`src/rtl/ball_motion_sequencer.sv`:
```
// Per-frame metaball animator: on each vsync, steps every ball through one shared
// add/compare unit, then commits the whole frame to the live bank in a single cycle.
module ball_motion_sequencer #(
    parameter int unsigned NUM_BALLS        = 3,
    parameter int unsigned SCREEN_WIDTH     = 640,
    parameter int unsigned SCREEN_HEIGHT    = 480,
    parameter bit          VSYNC_ACTIVE_LOW = 1'b1
) (
    input  logic       clk,
    input  logic       rst_n,
    input  logic       vsync,
    input  logic       pause,
    input  logic       step,
    input  logic [1:0] speed,
    input  logic [1:0] rd_idx,
    output logic [9:0] rd_x,
    output logic [9:0] rd_y,
    output logic       busy,
    output logic       done,
    output logic       overrun,
    output logic [7:0] frame_cnt
);
    localparam int unsigned COORD_W = 10;
    localparam int unsigned ARITH_W = 12;
    localparam int unsigned IDX_W   = 2;
    localparam logic [ARITH_W-1:0] MAX_X    = ARITH_W'(SCREEN_WIDTH - 1);
    localparam logic [ARITH_W-1:0] MAX_Y    = ARITH_W'(SCREEN_HEIGHT - 1);
    localparam logic [IDX_W-1:0]   LAST_IDX = IDX_W'(NUM_BALLS - 1);

    typedef enum logic [2:0] {
        IDLE,
        FETCH,
        STEP_X,
        STEP_Y,
        STORE,
        COMMIT
    } state_t;

    state_t state;
    state_t next_state;

    logic [COORD_W-1:0] live_x    [NUM_BALLS];
    logic [COORD_W-1:0] live_y    [NUM_BALLS];
    logic [COORD_W-1:0] work_x    [NUM_BALLS];
    logic [COORD_W-1:0] work_y    [NUM_BALLS];
    logic               work_xneg [NUM_BALLS];
    logic               work_yneg [NUM_BALLS];

    logic [COORD_W-1:0] cur_x;
    logic [COORD_W-1:0] cur_y;
    logic               cur_xneg;
    logic               cur_yneg;
    logic [1:0]         spd;
    logic [IDX_W-1:0]   ball_idx;

    logic vsync_act;
    logic vsync_prev;
    logic tick;
    logic trig;
    logic running;
    logic busy_d;
    logic done_d;

    // History holds the normalised (active-high) vsync level
    assign vsync_act = VSYNC_ACTIVE_LOW ? ~vsync : vsync;
    assign tick      = vsync_act & ~vsync_prev;
    assign trig      = (tick & ~pause) | step;
    assign running   = (state != IDLE);

    always_ff @(posedge clk or negedge rst_n) begin
        if (!rst_n) begin
            state <= IDLE;
        end else begin
            state <= next_state;
        end
    end

    always_comb begin
        next_state = state;
        busy_d     = 1'b0;
        done_d     = 1'b0;
        case (state)
            IDLE:    if (trig) next_state = FETCH;
            FETCH:   next_state = STEP_X;
            STEP_X:  next_state = STEP_Y;
            STEP_Y:  next_state = STORE;
            STORE:   next_state = (ball_idx == LAST_IDX) ? COMMIT : FETCH;
            COMMIT:  next_state = IDLE;
            default: next_state = IDLE;
        endcase
        busy_d = (next_state != IDLE);
        done_d = (next_state == COMMIT);
    end

    always_ff @(posedge clk or negedge rst_n) begin
        if (!rst_n) begin
            busy <= 1'b0;
            done <= 1'b0;
        end else begin
            busy <= busy_d;
            done <= done_d;
        end
    end

    // Shared add/compare unit: one reflecting step on whichever axis is active
    logic [ARITH_W-1:0] base_x;
    logic [ARITH_W-1:0] base_y;
    logic [ARITH_W-1:0] op_c;
    logic [ARITH_W-1:0] op_m;
    logic [ARITH_W-1:0] op_max;
    logic [ARITH_W-1:0] sum;
    logic [ARITH_W-1:0] res_c;
    logic               op_neg;
    logic               op_is_y;
    logic               res_neg;

    always_comb begin
        op_is_y = (state == STEP_Y);
        base_x  = ARITH_W'(ball_idx) + ARITH_W'(1);
        base_y  = ARITH_W'(ball_idx) + ARITH_W'(2);
        op_c    = op_is_y ? ARITH_W'(cur_y) : ARITH_W'(cur_x);
        op_m    = (op_is_y ? base_y : base_x) << spd;
        op_neg  = op_is_y ? cur_yneg : cur_xneg;
        op_max  = op_is_y ? MAX_Y : MAX_X;
        sum     = op_c + op_m;
        res_c   = sum;
        res_neg = op_neg;
        if (!op_neg) begin
            if (sum > op_max) begin
                res_c   = (op_max << 1) - sum;
                res_neg = 1'b1;
            end
        end else if (op_c < op_m) begin
            res_c   = op_m - op_c;
            res_neg = 1'b0;
        end else begin
            res_c = op_c - op_m;
        end
    end

    always_ff @(posedge clk or negedge rst_n) begin
        if (!rst_n) begin
            for (int unsigned i = 0; i < NUM_BALLS; i++) begin
                work_x[i]    <= COORD_W'(100 + 160 * i);
                work_y[i]    <= COORD_W'(120 + 80 * i);
                live_x[i]    <= COORD_W'(100 + 160 * i);
                live_y[i]    <= COORD_W'(120 + 80 * i);
                work_xneg[i] <= 1'b0;
                work_yneg[i] <= 1'b1;
            end
            cur_x      <= '0;
            cur_y      <= '0;
            cur_xneg   <= 1'b0;
            cur_yneg   <= 1'b0;
            spd        <= '0;
            ball_idx   <= '0;
            frame_cnt  <= '0;
            overrun    <= 1'b0;
            vsync_prev <= 1'b0;
        end else begin
            vsync_prev <= vsync_act;
            if (trig && running) overrun <= 1'b1;
            case (state)
                IDLE: begin
                    if (trig) begin
                        spd      <= speed;
                        ball_idx <= '0;
                    end
                end
                FETCH: begin
                    for (int unsigned i = 0; i < NUM_BALLS; i++) begin
                        if (ball_idx == IDX_W'(i)) begin
                            cur_x    <= work_x[i];
                            cur_y    <= work_y[i];
                            cur_xneg <= work_xneg[i];
                            cur_yneg <= work_yneg[i];
                        end
                    end
                end
                STEP_X: begin
                    cur_x    <= COORD_W'(res_c);
                    cur_xneg <= res_neg;
                end
                STEP_Y: begin
                    cur_y    <= COORD_W'(res_c);
                    cur_yneg <= res_neg;
                end
                STORE: begin
                    for (int unsigned i = 0; i < NUM_BALLS; i++) begin
                        if (ball_idx == IDX_W'(i)) begin
                            work_x[i]    <= cur_x;
                            work_y[i]    <= cur_y;
                            work_xneg[i] <= cur_xneg;
                            work_yneg[i] <= cur_yneg;
                        end
                    end
                    if (ball_idx != LAST_IDX) ball_idx <= ball_idx + IDX_W'(1);
                end
                COMMIT: begin
                    for (int unsigned i = 0; i < NUM_BALLS; i++) begin
                        live_x[i] <= work_x[i];
                        live_y[i] <= work_y[i];
                    end
                    frame_cnt <= frame_cnt + 8'd1;
                end
                default: ;
            endcase
        end
    end

    // Renderer read port; unpopulated indices read as the origin
    always_comb begin
        rd_x = '0;
        rd_y = '0;
        for (int unsigned i = 0; i < NUM_BALLS; i++) begin
            if (rd_idx == IDX_W'(i)) begin
                rd_x = live_x[i];
                rd_y = live_y[i];
            end
        end
    end

endmodule
```
`config.mk`:
```
export PLATFORM = sky130hd
export DESIGN_NAME = ball_motion_sequencer
export DESIGN_NICKNAME = d
export VERILOG_FILES = /design/src/rtl/ball_motion_sequencer.sv
export SDC_FILE = /design/constraint.sdc
export NUM_CORES = 1
export LEC_CHECK = 0
export BUFFER_PORTS_ARGS = -buffer_cell sky130_fd_sc_hd__buf_4
export CAP_MARGIN = 20
export CORE_ASPECT_RATIO = 1.1
export CORE_MARGIN = 3
export CORE_UTILIZATION = 65
export CTS_CLUSTER_DIAMETER = 30
export DETAILED_ROUTE_END_ITERATION = 12
export PLACE_DENSITY = 0.83
export SLEW_MARGIN = 20
export SYNTH_ARGS = -nofsm -noshare
export SYNTH_HDL_FRONTEND = slang
export SYNTH_SLANG_ARGS = --single-unit
```
`constraint.sdc`:
```
create_clock -name clk -period 7.52 [get_ports clk]
set_input_delay 0.376 -clock clk [delete_from_list [all_inputs] [get_ports clk]]
set_output_delay 0.376 -clock clk [all_outputs]
set_load 0.01 [all_outputs]
```
==> results.md, run 1 <==
- I/O Buffers: 39
- Core footprint: about 0.013 mm^2
- Global route overflow: 0
- Final hold vios: 0
- Vias in the first global route: a little under 7000
- Hold_buf cts: 0
- HPWL after DPL: roughly 14000 um
- Outcome: finished, final reports clean
- Cell Rows: 44
- Io pins: 40
- Post-synth EDFFs: 0
- Max-slew violations: 0
- DRC: 0
- Placed Area: roughly 0.0096 mm^2
- FFs w/ async S/R, synth: 100%
- Syn Inst Count: around 970
- Seq cells post-synth: approximately 170
- CTS tree: yes
- Yosys cell types: 64
- Critical path fanouts, max: 35
- Hold Path Class: in -> async
- # Post-CTS Setup Buffers: 0
- Max cap viols: 0
- Seq/Total Area, Yosys: a little under half
- Post-Layout Cell Count: 1177
- Setup CP Type: reg -> reg
- Area delta synth->final: 10.6%
- Setup TNS: 0 ns
- Root Driver: clkbuf_16
- PwrDens: around 510 mW/mm^2
- Max Clock Freq: 0.174 GHz
- Final WL: between 20000 and 25000 um
- Initial antenna violation count: 0
- Largest net degree at the start of global routing: 96
- Tmin final: ~5.8 ns
- Arrival time at the worst endpoint: approximately 6 ns
- Worst slew margin: a little over a third
- Post-route clock skew: 0.00562 ns
- Primary FF master, synth: dfrtp_1
- RSZ-0062 raised after global routing: false
- Die Y: between 100 and 150 um
- Worst-skew pair later-pin latency: about 0.43 ns
- Clock buffer count from CTS: 17
- Setup crit end kind: flop
- NumNets Final: about 1000
- Worst-path clk slew: ~0.070 ns
- Final period util: between 70% and 80%
- Final antenna-violating net count: 0
- First-pass GRT wire length: ~35000 um
- Setup WS post-layout: between 1.5 and 2 ns
- Starting Density: between 60 and 70%
- Syn_area_per_cell: around 9.5 um^2
- Dpl ws: 1.81 ns
- Syn_nets: roughly 1000
- Final setup vio count: 0
- Cell area after synthesis: about 0.0092 mm^2
- Clock buffer depth: 2
- Post-CTS Resized: 0
- WL/cell: ~18 um
- Dpl cells: between 1000 and 1500
- R2r worst-path depth: 20
- Gr usage total: between 20% and 30%
- Antenna diodes: 0
- Ys Warns: 0
- Least-Margin Pin Slew: roughly 0.97 ns
- Fraction of layout cells with a size suffix above 1: 21.1%
- Die ar.: 0.0156 mm^2
- Vias per cell: 5.97
- Routability cong.: roughly 1.0
- Via count: roughly 7000
- Initial DRC count: 538
- Worst endpoint required time: roughly 7.8 ns
- Max IR drop VDD: 352 uV
- Fill cells: 979
- CP Launch Type: flop
- Reg2reg setup slack: 1.76 ns
- Chip width: 119 um
- TritonRoute pass-1 iters: 5
- H-tree depth: 4
- Leakage: roughly 4.8 nW
- Tot Pwr: slightly above 5 mW
- Final instance area: 0.0101 mm^2
- Clock Sinks: roughly 170
==> sequential cells by signal, indices dropped and copies added, names as in the netlist <==
| register | cells |
|---|---|
| done | 1 |
| cur_xneg | 1 |
| overrun | 1 |
| work_x | 30 |
| cur_y | 10 |
| vsync_prev | 1 |
| live_y | 30 |
| ball_idx | 2 |
| frame_cnt | 8 |
| busy | 1 |
| work_yneg | 3 |
| cur_x | 10 |
| work_xneg | 3 |
| state | 3 |
| live_x | 30 |
| work_y | 30 |
| cur_yneg | 1 |
| spd | 2 |
==> cell usage in the layout, fill, tap and decap left out, types with 2 or more instances in the layout <==
cell type | synthesis | routed
nand2_1 | 252 | 251
dfrtp_1 | 126 | 126
mux2_2 | 69 | 69
mux2i_1 | 58 | 58
o21ai_0 | 56 | 56
buf_4 | 2 | 47
nor2_1 | 44 | 43
dfstp_2 | 41 | 41
inv_1 | 32 | 32
a21oi_1 | 32 | 32
ha_1 | 28 | 28
xnor2_1 | 19 | 19
clkbuf_16 | 0 | 17
nand3_1 | 14 | 14
a31oi_1 | 12 | 12
nor2b_1 | 11 | 11
nor3_1 | 10 | 10
nand2b_1 | 9 | 9
and3_1 | 7 | 7
o211ai_1 | 7 | 7
a211oi_1 | 7 | 7
nand4_1 | 7 | 7
o21a_1 | 6 | 6
or3_1 | 6 | 6
xor2_1 | 6 | 6
a21o_1 | 5 | 5
clkinv_2 | 0 | 5
or2_2 | 4 | 4
o21bai_1 | 3 | 3
o21ai_1 | 3 | 3
o2111ai_1 | 3 | 3
fa_1 | 3 | 3
o22a_1 | 2 | 2
o221ai_1 | 2 | 2
inv_6 | 0 | 2
bufinv_16 | 0 | 2
clkinvlp_4 | 0 | 2
inv_8 | 0 | 2
==> cell type report <==
cell class	count	area, um^2	share of cell area [%]
timing repair buffer	48	364	3.59
sequential	167	4230	41.7
clock inverter	14	149	1.47
clock buffer	18	429	4.23
multi-input combinational	712	4610	45.5
tap	184	230	2.27
inverter	34	130	1.28
==> routing by layer <==
layer	track usage, %	share of wire, %
met2	47.7	48
met5	0	0
met3	5.42	5.3
met1	37.0	44
met4	12.3	3.2
==> through the flow <==
step / util [%] / hold slack [ns]
finish: 75.2 / 0.0446
global placement: 70.9 / 0.446
global route: 75.2 / 0.0908
detailed placement: 70.9 / 0.447
CTS: 75.2 / 0.0703
floorplan: - / 0.0804
==> critical path, stage by stage (launching register included) <==
cell       delay, ns
dfrtp_1         0.58
nand3b_4        0.50
inv_4           0.25
nand2_1         0.14
a21boi_0        0.25
mux2i_1         0.13
mux2_2          0.30
ha_1            0.52
o2111ai_1       0.16
o211ai_1        0.17
o21ai_1         0.18
a21o_1          0.20
xor2_1          0.15
ha_1            0.36
nand4_1         0.15
o21a_1          0.21
o21ai_2         0.49
a21boi_2        0.27
xnor2_1         0.15
a211oi_1        0.10
a311o_1         0.35
==> report_power, final <==
part	total [mW]	internal (mW)	switching, mW
registers	1.60	1.28	0.322
clock network	0.867	0.493	0.375
logic	2.69	1.09	1.60
==> final timing paths <==
check                            from         end
min in group clk                vsync  vsync_prev
min                             rst_n   live_y[1]
min reg2reg                live_x[12]  live_x[12]
max reg2reg                  state[2]    cur_y[7]
max                          state[2]    cur_y[7]
max in group asynchronous       rst_n  live_x[14]
==> Yosys cell counts (9+ instances only) <==
library cell,count,area [um^2]
clkbuf_1,39,146
o21ai_0,56,280
nand2_1,252,946
xnor2_1,19,166
mux2_2,69,777
nor2_1,44,165
nor2b_1,11,68.8
mux2i_1,58,581
nor3_1,10,50.1
dfstp_2,41,1080
buf_1,9,33.8
ha_1,28,350
a31oi_1,12,75.1
a21oi_1,32,160
nand3_1,14,70.1
inv_1,32,120
nand2b_1,9,56.3
dfrtp_1,126,3150
==> cell families after synthesis <==
group	after synthesis	share of synthesized area (%)
mux	128	15.0
flops	167	46.1
xor+xnor	27	2.86
fa+ha+maj	31	4.47
simple gates	372	17.3
buf+inv	88	3.76
compound gates	154	10.5
(Power assumes the default switching activity.)
==> run 2: changes to the inputs <==
--- a/config.mk
+++ b/config.mk
@@ -9,10 +9,10 @@
 export CAP_MARGIN = 20
 export CORE_ASPECT_RATIO = 1.1
 export CORE_MARGIN = 3
-export CORE_UTILIZATION = 65
+export CORE_UTILIZATION = 62
 export CTS_CLUSTER_DIAMETER = 30
 export DETAILED_ROUTE_END_ITERATION = 12
-export PLACE_DENSITY = 0.83
+export PLACE_DENSITY = 0.8
 export SLEW_MARGIN = 20
 export SYNTH_ARGS = -nofsm -noshare
 export SYNTH_HDL_FRONTEND = slang
==> constraint.sdc (replaced) <==
create_clock -name clk -period 5.8 [get_ports clk]
set_input_delay 0.29 -clock clk [delete_from_list [all_inputs] [get_ports clk]]
set_output_delay 0.29 -clock clk [all_outputs]
set_load 0.01 [all_outputs]
==> run 2 against run 1 <==
The run now ends with hold timing left. Clock power up 28%. Core utilization down 4.7 points. Global-route usage down 1.1 points. Highest routed layer unchanged. Power up 30%. Setup slack worse by 1.3 ns. Sequential power up 31%. Sequential share of layout area down 0.19 points. Critical path depth unchanged. Register-to-register slack worse by 1.3 ns. Flip-flop and latch count unchanged. Cell count up 1.0%. Non-clock buffer count up 4.
==> results.md, run 2 (synthesis gave the netlist of run 1 again) <==
- Outcome: finished, violations left
- Failing checks: hold timing
- Chip width: about 120 um
- Vias in the first global route: a little under 7000
- Clock Sinks: roughly 170
- Dpl cells: about 1200
- Initial DRC count: around 540
- Post-route clock skew: approximately 0.0075 ns
- Routability cong.: 1.03
- Post-CTS Resized: 0
- First-pass GRT wire length: ~35000 um
- Final hold vios: 4
- Setup CP Type: reg -> reg
- RSZ-0062 raised after global routing: false
- Via count: roughly 7000
- Setup crit end kind: flop
- Fraction of layout cells with a size suffix above 1: about a fifth
- Max cap viols: 0
- Clock buffer count from CTS: 17
- Max Clock Freq: about 0.19 GHz
- Die ar.: approximately 0.016 mm^2
- Starting Density: roughly 64%
- TritonRoute pass-1 iters: 5
- CP Launch Type: flop
- Core Util, Final: a little over two thirds
- Hold Path Class: in -> async
- Fill cells: ~1100
- WL/cell: 18.1 um
- Max-slew violations: 0
- Post-Layout Cell Count: 1189
- Worst endpoint required time: ~6.1 ns
- Worst slew margin: 35.4%
- Register area: ~0.0042 mm^2
- Worst-path clk slew: approximately 0.060 ns
- Least-Margin Pin Slew: roughly 0.94 ns
- Placed Area: ~0.0096 mm^2
- Max IR drop VDD: roughly 330 uV
- Io pins: 40
- Antenna diodes: 0
- Tmin final: about 5.3 ns
- Die Y: 134 um
- Final instance area: 0.0102 mm^2
- Worst-skew pair later-pin latency: ~0.43 ns
- Cell Rows: 46
- Largest net degree at the start of global routing: 109
- Global route overflow: 0
- Final setup vio count: 0
- Most frequent cells in the layout: nand2_1 (251), dfrtp_1 (126), mux2_2 (69)
- HPWL after DPL: around 14000 um
- Initial antenna violation count: 0
- Vias per cell: 5.85
- Leakage: about 4.8 nW
- H-tree depth: 4
- Multi-input gate area: 0.00461 mm^2
- CTS tree: yes
- Final WL: ~21000 um
- Critical path fanouts, max: 15
- Area delta synth->final: 11.1%
- PwrDens: roughly 660 mW/mm^2
- Root Driver: clkbuf_16
- Final period util: about nine tenths
- Setup TNS: 0 ns
- Core footprint: roughly 0.014 mm^2
- NumNets Final: between 1000 and 1500
- Clock buffer depth: 2
- Setup WS post-layout: 0.508 ns
- DRC: 0
- I/O Buffers: 39
- Dpl ws: 0.535 ns
- Gr usage total: a little over a quarter
- Hold WS: -0.0220 ns
- Final antenna-violating net count: 0
- Arrival time at the worst endpoint: roughly 5.6 ns
- Commonest non-fill, non-tap cell in the layout: nand2_1
[run 2: worst max-delay path, stage by stage (launching register included)]
cell       delay (ns)
dfrtp_1          0.57
nand3b_4         0.24
inv_4            0.07
nand2_1          0.07
a21boi_0         0.27
mux2i_1          0.14
mux2_2           0.31
ha_1             0.54
o2111ai_1        0.18
o211ai_1         0.18
o21ai_1          0.16
a21o_1           0.19
xor2_1           0.15
ha_1             0.38
nand4_1          0.15
o21a_1           0.21
o21ai_2          0.49
a21boi_2         0.26
xnor2_1          0.15
a211oi_1         0.10
a311o_1          0.35
[run 2: metal layers]
layer / track usage, % / part of all wire (%) / routed length, um / up-vias
met2: 43.4 / 48 / 10200 / 172
li1: - / - / - / 3321
met5: 0 / 0 / 0 / -
met4: 8.84 / 2.1 / 453 / 0
met3: 6.79 / 5.0 / 1070 / 27
met1: 37.4 / 45 / 9720 / 3441
[run 2: cell type report]
type	instances	area share (%)
clock buffers	22	4.55
well taps	192	2.36
clock inverters	10	1.17
multi-input cells	712	45.3
flip-flops and latches	167	41.5
inverters	34	1.28
repair buffers	52	3.89
[run 2: path summary, 6_finish.rpt]
path / start / endpoint / slack [ns] / cells past startpoint
max: state[2] / cur_y[7] / 0.51 / 20
min: rst_n / frame_cnt[4] / -0.02 / 1
max reg2reg: state[2] / cur_y[7] / 0.51 / 20
min reg2reg: live_y[13] / live_y[13] / 0.46 / 2
max in group asynchronous: rst_n / work_y[9] / 4.50 / 2
min in group clk: speed[0] / spd[0] / 0.09 / 2
[run 2: metrics by stage]
| stage | total power [mW] | hold WS (ns) |
|---|---|---|
| after CTS | 6.68 | 0.0255 |
| after floorplan | 4.60 | -0.00559 |
| after global placement | 5.46 | 0.446 |
| after global routing | 7.20 | 0.0593 |
| after detailed placement | 5.53 | 0.447 |
| final | 6.71 | -0.0220 |
[run 2: power by group]
group / total [mW] / internal (mW) / switching (mW)
Sequential: 2.09 / 1.66 / 0.427
Combinational: 3.50 / 1.42 / 2.09
Clock: 1.11 / 0.658 / 0.456
Total: 6.71 / 3.74 / 2.97
[run 2: what timing repair did]
action,4_1_cts,5_1_grt
endpoints found under the setup margin,0,0
buffers inserted,0,0
endpoints found under the hold margin,1,0
hold buffers,1,0
